`src/rtl/ex_bcd2bin64.sv`:
```
// Sixteen-digit packed BCD to 64-bit binary converter, one digit per cycle (MSD first),
// with optional ten's-complement interpretation and a valid/ready handshake on both sides.
module ex_bcd2bin64 (
  input  logic        clock,
  input  logic        reset,
  input  logic        i_valid,
  output logic        o_ready,
  input  logic [63:0] i_bcd,
  input  logic        i_mode,
  output logic        o_valid,
  input  logic        i_ready,
  output logic [63:0] o_bin,
  output logic        o_err
);

  localparam logic [63:0] TEN16 = 64'h002386F26FC10000;

  typedef enum logic [1:0] {
    IDLE,
    CONV,
    FIX,
    DONE
  } stateT;

  stateT       state;
  logic [63:0] bcdLatched;
  logic        modeLatched;
  logic [63:0] acc;
  logic [3:0]  cnt;
  logic        err;

  logic [3:0]  digit;
  logic [63:0] accTimesTen;
  logic        negResult;

  assign digit       = bcdLatched[{cnt, 2'b00} +: 4];
  assign accTimesTen = (acc << 3) + (acc << 1);
  // A leading digit of 5 or more marks a negative ten's-complement value.
  assign negResult   = modeLatched && (bcdLatched[63:60] >= 4'd5);

  always_ff @(posedge clock) begin
    if (reset) begin
      state       <= IDLE;
      bcdLatched  <= '0;
      modeLatched <= 1'b0;
      acc         <= '0;
      cnt         <= '0;
      err         <= 1'b0;
      o_ready     <= 1'b1;
      o_valid     <= 1'b0;
      o_bin       <= '0;
      o_err       <= 1'b0;
    end else begin
      case (state)
        IDLE: begin
          if (i_valid) begin
            bcdLatched  <= i_bcd;
            modeLatched <= i_mode;
            acc         <= '0;
            err         <= 1'b0;
            cnt         <= 4'd15;
            o_ready     <= 1'b0;
            state       <= CONV;
          end
        end
        CONV: begin
          // Out-of-range nibbles still feed the sum; only the sticky flag records them.
          acc <= accTimesTen + {60'd0, digit};
          if (digit > 4'd9) begin
            err <= 1'b1;
          end
          cnt <= cnt - 4'd1;
          if (cnt == 4'd0) begin
            state <= FIX;
          end
        end
        FIX: begin
          o_bin   <= negResult ? (acc - TEN16) : acc;
          o_err   <= err;
          o_valid <= 1'b1;
          state   <= DONE;
        end
        DONE: begin
          if (i_ready) begin
            o_valid <= 1'b0;
            o_ready <= 1'b1;
            state   <= IDLE;
          end
        end
        default: begin
          o_valid <= 1'b0;
          o_ready <= 1'b1;
          state   <= IDLE;
        end
      endcase
    end
  end

endmodule
```
`config.mk`:
```
export PLATFORM = sky130hd
export DESIGN_NAME = ex_bcd2bin64
export DESIGN_NICKNAME = d
export VERILOG_FILES = /design/src/rtl/ex_bcd2bin64.sv
export SDC_FILE = /design/constraint.sdc
export NUM_CORES = 1
export LEC_CHECK = 0
export CORE_UTILIZATION = 50
export CTS_BUF_LIST = sky130_fd_sc_hd__clkbuf_8
export DETAILED_ROUTE_END_ITERATION = 8
export MAX_ROUTING_LAYER = met4
export PLACE_DENSITY = 0.74
export RECOVER_POWER = 25
export SLEW_MARGIN = 25
export SYNTH_ARGS = -nofsm -noshare
export SYNTH_HDL_FRONTEND = slang
export SYNTH_SLANG_ARGS = --single-unit
export TNS_END_PERCENT = 100
```
`constraint.sdc`:
```
create_clock -name clock -period 11.65 [get_ports clock]
set_input_delay 1.7475 -clock clock [delete_from_list [all_inputs] [get_ports clock]]
set_output_delay 1.7475 -clock clock [all_outputs]
set_load 0.02 [all_outputs]
```
==> flow_metrics.env, run 1 <==
export IMPL_status="finished, violations left"
export IMPL_failed_checks="max-capacitance violations, max-slew violations"
export IMPL_min_path_cells=2
export IMPL_ys_types=73
export IMPL_core_area_um2=25200
export IMPL_cts_buffer_depth=3
export IMPL_syn_num_nets=1748
export IMPL_cts_tree="done"
export IMPL_htree_levels=2
export IMPL_ys_seq_elements=203
export IMPL_grt_overflow=0
export IMPL_power_density_nw_per_um2=161
export IMPL_crit_path_max_fanout=99
export IMPL_post_dp_hpwl_um=23600
export IMPL_vdd_drop_max_v=0.000103
export IMPL_dr_total_vias=11441
export IMPL_synth_ff_type="dfxtp_1"
export IMPL_drive_above_1_share_pct=7.04
export IMPL_rr_worst_depth=15
export IMPL_fin_crit_ns=5.92
export IMPL_initial_core_util_pct=50.9
export IMPL_criticalPathCategory="primary input to register"
export IMPL_clock_latency_ns=0.54
export IMPL_area_delta_synth_final_pct=17.8
export IMPL_root_buffer="clkbuf_8"
export IMPL_rrSetupSlack_ns=6.08
export IMPL_portBuffers=135
export IMPL_fin_setup_tns_ns=0
export IMPL_cts_sinks=203
export IMPL_dr_first_iter_drc_count=783
export IMPL_grt_pass1_vias=10921
export IMPL_min_to="bcdLatched[17]"
export IMPL_ctsHoldBuffers=0
export IMPL_finalWeightedCongestion=0.974
export IMPL_timing_rr_start="cnt[1]"
export IMPL_yosysSeqAreaShare_pct=31.7
export IMPL_path_common_cell="clkbuf_1"
export IMPL_cp_cell_sequence="clkbuf_1 > clkbuf_1 > buf_4 > a211oi_1"
export IMPL_setup_worst_path_end_class="register"
export IMPL_synth_edf_count=0
export IMPL_rsz0062_at_grt="no"
export IMPL_leakage_nw=6.17
export IMPL_r2r_end="acc[54]"
export IMPL_critPathBufInv=3
export IMPL_critPathRequiredTime_ns=12.02
export IMPL_nets=1837
export IMPL_syn_avg_cell_area_um2=8.27
export IMPL_dr_pass1_iters=5
export IMPL_netlist_area_um2=12800
export IMPL_slowest_stage="clkbuf_1"
export IMPL_cts_buffers=37
export IMPL_crit_arrival_ns=6.28
export IMPL_stdcell_count=1993
export IMPL_wl_per_cell_um=16.2
export IMPL_crit_family="buffers and inverters"
export IMPL_path_clk_slew_ns=0.06
export IMPL_synthCells=1549
export IMPL_fillers=2252
export IMPL_fp_dieW_um=162
export IMPL_placed_cells=1929
export IMPL_grt_max_degree=100
export IMPL_min_delay_start="bcdLatched[17]"
export IMPL_cpPeakStageDelay_ns=3.01
export IMPL_synth_warnings=0
export IMPL_fin_ws_ns=5.73
export IMPL_drv_cap=2
export IMPL_fin_skew_ns=0.0227
export IMPL_die_h_um=162
export IMPL_final_area_um2=15100
export IMPL_place_area_um2=14300
export IMPL_startpoint_type="primary input"
export IMPL_min_path_type="register to register"
export IMPL_postRouteWirelength_um=32300
export IMPL_hold_viol=0
export IMPL_fin_crit_sh_pct=50.8
export IMPL_post_place_ws_ns=5.93
export IMPL_grt_pass1_wl_um=53600
export IMPL_setup_violations=0
export IMPL_drc=0
export IMPL_grt_usage_pct=25.5
export IMPL_ant_nets=0
export IMPL_async_flop_share_pct=0
export IMPL_pin_count=136
export IMPL_slew_headroom_pct=-183
export IMPL_slew_viol_final=168
export IMPL_antenna_found_initial=0
export IMPL_vias_per_cell=5.74
export IMPL_cts_resized=0
export IMPL_rows=58
export IMPL_postCtsSetupBuffers=0
export IMPL_worst_pin_slew_ns=4.25
export IMPL_num_antenna_cells=0
export IMPL_die_area_um2=26300
export IMPL_clock_fmax_mhz=169
[state kept, by name, indices dropped and copies added (netlist names)]
| signal | flops |
|---|---|
| acc | 64 |
| bcdLatched | 64 |
| cnt | 4 |
| err | 1 |
| modeLatched | 1 |
| o_bin | 64 |
| o_err | 1 |
| o_ready | 1 |
| o_valid | 1 |
| state | 2 |
[worst min-delay path, cell delays in order (launching register included)]
cell and delay [ns]:
dfxtp_1 0.30, nand2_1 0.05, a21oi_1 0.05
[layout make-up]
class	instances	area, µm²	share of cell area (%)
clock buffer	41	564	3.74
clock inverter	23	228	1.51
inverter	34	128	0.846
multi-input combinational	1221	8300	55.0
sequential	203	4070	26.9
tap	330	413	2.74
timing repair buffer	141	1390	9.19
[power breakdown]
part | total (W) | internal (W) | switching [W]
registers | 0.000919 | 0.000817 | 0.000103
logic | 0.000778 | 0.000335 | 0.000443
clock network | 0.000732 | 0.000417 | 0.000315
[cell families (layout without fill, tap and decap cells)]
kind of cell / count (synthesis) / in the layout / synth area share (%)
fa+ha+maj: 130 / 130 / 12.8
simple gates: 519 / 519 / 17.8
xor+xnor: 102 / 102 / 6.98
mux: 41 / 41 / 5.16
buf+inv: 125 / 239 / 3.66
compound gates: 429 / 429 / 21.8
flops: 203 / 203 / 31.7
[synth_stat cells (14+ instances only)]
library cell,count,area share (%)
nor2_1,153,4.5
dfxtp_1,203,32
a211oi_1,53,3.1
nand2_1,239,7.0
mux4_2,20,3.5
nand4_1,24,1.2
o21bai_1,14,0.82
a21o_1,35,2.1
clkbuf_1,88,2.6
xor2_1,43,2.9
xnor2_1,59,4.0
nor3_1,18,0.70
a21oi_1,149,5.8
inv_1,34,1.0
mux2i_1,21,1.6
ha_1,128,13
nand3_1,17,0.66
a22oi_1,24,1.4
o21ai_0,69,2.7
[cell usage in the layout, fill, tap and decap left out, drive strengths merged, types with 4 or more instances in the layout]
| master | n |
|---|---|
| a22oi | 24 |
| o21bai | 14 |
| nor4 | 7 |
| o31ai | 7 |
| and3 | 4 |
| o21ai | 78 |
| nor2b | 10 |
| inv | 42 |
| buf | 5 |
| a21o | 35 |
| nand4 | 24 |
| or4 | 4 |
| clkinv | 9 |
| clkbuf | 43 |
| nand2 | 239 |
| mux4 | 20 |
| nand2b | 10 |
| nor3 | 23 |
| bufinv | 4 |
| a21oi | 152 |
| a211oi | 56 |
| xor2 | 43 |
| nor2 | 153 |
| clkdlybuf4s50 | 133 |
| nand3 | 17 |
| or3 | 9 |
| dfxtp | 203 |
| xnor2 | 59 |
| a22o | 5 |
| mux2i | 21 |
| ha | 128 |
| and2 | 6 |
| o21a | 7 |
| a31oi | 10 |
| o211ai | 5 |
[metrics by stage]
step	hold slack, ns	util (%)	power, W
final	0.454	59.9	0.00243
after global routing	0.474	59.9	0.00257
after CTS	0.455	60.0	0.00245
after detailed placement	0.447	56.8	0.00171
after global placement	0.440	56.8	0.00170
after floorplan	0.433	-	0.00143
[per-layer routing]
metal	track usage, %	wire (µm)
met1	33.8	14900
met2	40.2	14700
met3	3.52	1930
met4	7.50	705
met5	-	0
[worst max-delay path by stage]
stage                start        end  slack, ns  cells past startpoint
floorplan           cnt[0]    acc[54]       6.11                     17
global placement    cnt[0]    acc[54]       6.01                     15
detailed placement  cnt[0]    acc[54]       5.93                     15
CTS                 cnt[0]    acc[54]       5.90                     15
global route         reset  o_bin[49]       5.33                      4
finish               reset  o_bin[51]       5.73                      4
Power figures use the tool's default switching activity.
==> run 2, diff against run 1 <==
clock period = 6.01 ns   (was 11.65 ns; I/O delays follow)
==> run 2 against run 1 <==
- the run still ends with max-capacitance violations, max-slew violations left
- cell area down 0.48%
- register-to-register slack lost 5.3 ns
- via count fell by 0.37%
- wire length up 0.90%
- critical path depth is 11 higher
- sequential power up 92%
==> flow_metrics.env, run 2 (synthesized netlist as in run 1, its figures left out) <==
export IMPL_status="finished, violations left"
export IMPL_failed_checks="max-capacitance violations, max-slew violations"
export IMPL_grt_pass1_vias=10902
export IMPL_critPathBufInv=1
export IMPL_vdd_drop_max_v=0.000211
export IMPL_grt_overflow=0
export IMPL_cts_sinks=203
export IMPL_switching_share_pct=36.3
export IMPL_finalWeightedCongestion=0.946
export IMPL_fin_crit_ns=5.28
export IMPL_min_path_type="register to register"
export IMPL_seq_power_share_pct=38.3
export IMPL_drv_cap=3
export IMPL_portBuffers=135
export IMPL_hold_ws_ns=0.455
export IMPL_layout_common_cells="nand2_1, dfxtp_1, nor2_1"
export IMPL_cpPeakStageDelay_ns=0.66
export IMPL_vias_per_cell=5.72
export IMPL_fp_dieW_um=162
export IMPL_drc=0
export IMPL_fin_skew_ns=0.0307
export IMPL_startpoint_type="register"
export IMPL_crit_arrival_ns=5.72
export IMPL_cts_buffer_depth=3
export IMPL_rows=58
export IMPL_slew_viol_final=185
export IMPL_ctsHoldBuffers=0
export IMPL_path_clk_slew_ns=0.06
export IMPL_slew_headroom_pct=-84.6
export IMPL_cts_resized=0
export IMPL_area_delta_synth_final_pct=17.2
export IMPL_die_h_um=162
export IMPL_fin_setup_tns_ns=0
export IMPL_hold_viol=0
export IMPL_p_switching_w=0.00166
export IMPL_clock_fmax_mhz=190
export IMPL_reg_top3="acc: 64 flops, bcdLatched: 64 flops, o_bin: 64 flops"
export IMPL_power_density_nw_per_um2=305
export IMPL_rsz0062_at_grt="no"
export IMPL_combinationalPowerShare_pct=33.9
export IMPL_grt_usage_pct=25.9
export IMPL_cts_tree="done"
export IMPL_crit_family="compound AO/OA/AOI/OAI gates"
export IMPL_setup_violations=0
export IMPL_dr_pass1_iters=5
export IMPL_clock_latency_ns=0.55
export IMPL_power_internal_w=0.00292
export IMPL_drive_above_1_share_pct=6.61
export IMPL_critPathRequiredTime_ns=6.46
export IMPL_leakage_nw=6.19
export IMPL_nets=1841
export IMPL_wl_per_cell_um=16.4
export IMPL_initial_core_util_pct=50.9
export IMPL_die_area_um2=26300
export IMPL_p_total_w=0.00458
export IMPL_criticalPathCategory="register to register"
export IMPL_pwr_share_clk_pct=27.8
export IMPL_fin_crit_sh_pct=87.8
export IMPL_crit_path_max_fanout=11
export IMPL_cp_cell_sequence="mux4_2 > mux4_2 > inv_1 > fa_1 > fa_1 > nand2b_1 > a21oi_2 > a2111oi_4 > o41ai_4 > a221o_2 > a211oi_2 > o31a_2 > o41ai_2 > xor2_1 > a22o_1"
export IMPL_final_common_cell="nand2_1"
export IMPL_ant_nets=0
export IMPL_dr_total_vias=11399
export IMPL_antenna_found_initial=0
export IMPL_postLayoutCoreUtil_pct=59.6
export IMPL_setup_worst_path_end_class="register"
export IMPL_htree_levels=2
export IMPL_dr_first_iter_drc_count=738
export IMPL_slowest_stage="dfxtp_1"
export IMPL_fillers=2292
export IMPL_worst_pin_slew_ns=2.77
export IMPL_postCtsSetupBuffers=0
export IMPL_num_antenna_cells=0
export IMPL_grt_pass1_wl_um=54000
export IMPL_cts_buffers=37
export IMPL_root_buffer="clkbuf_8"
export IMPL_core_area_um2=25200
export IMPL_grt_max_degree=84
export IMPL_post_dp_hpwl_um=24200
export IMPL_pin_count=136
export IMPL_postRouteWirelength_um=32600
==> run 2: cell types whose count changed in the layout (fill, tap and decap cells not counted), moves of 2 or more <==
cell / before / now
dlygate4sd3_1: 1 / 10
clkdlybuf4s50_1: 133 / 124
inv_1: 40 / 44
buf_4: 5 / 10
clkinv_2: 7 / 4
clkinv_4: 2 / 0
bufinv_16: 4 / 1
==> run 2: layout make-up <==
cell class | instances | area, µm² | share of cell area (%)
inverter | 34 | 128 | 0.850
clock buffer | 41 | 564 | 3.76
multi-input combinational | 1221 | 8300 | 55.2
timing repair buffer | 145 | 1420 | 9.46
tap | 330 | 413 | 2.75
clock inverter | 19 | 131 | 0.875
sequential | 203 | 4060 | 27.1
==> run 2: power by group through the flow <==
stage | clock network [W] | registers (W) | logic [W]
after global placement | 0 | 0.00178 | 0.00153
after detailed placement | 0 | 0.00179 | 0.00156
final | 0.00127 | 0.00176 | 0.00156
after CTS | 0.00130 | 0.00176 | 0.00156
after floorplan | 0 | 0.00186 | 0.000919
after global routing | 0.00136 | 0.00179 | 0.00170
==> run 2: final timing paths <==
path	startpoint	end	slack, ns	depth (start not counted)
worst max-delay path	cnt[0]	acc[54]	0.73	15
worst min-delay path	bcdLatched[40]	bcdLatched[40]	0.45	2
worst max register to register	cnt[0]	acc[54]	0.73	15
worst min register to register	bcdLatched[40]	bcdLatched[40]	0.45	2
==> run 2: worst min-delay path, stage by stage (launching register included) <==
cell and delay [ns]:
dfxtp_1 0.31, nand2_1 0.05, a21oi_1 0.05
==> run 2: layer usage <==
metal | GRT usage [%] | wire length [µm]
met1 | 33.5 | 14900
met2 | 41.8 | 14800
met3 | 4.16 | 2010
met4 | 6.99 | 859
met5 | - | 0
==> run 2: per-stage QoR <==
step | cells | cell area, µm² | worst slack [ns]
finish | 1993 | 15000 | 0.733
global route | 1993 | 15000 | 0.462
floorplan | 1549 | 12800 | 0.471
CTS | 1993 | 15000 | 0.690
global placement | 1933 | 14300 | 0.826
detailed placement | 1933 | 14300 | 0.747
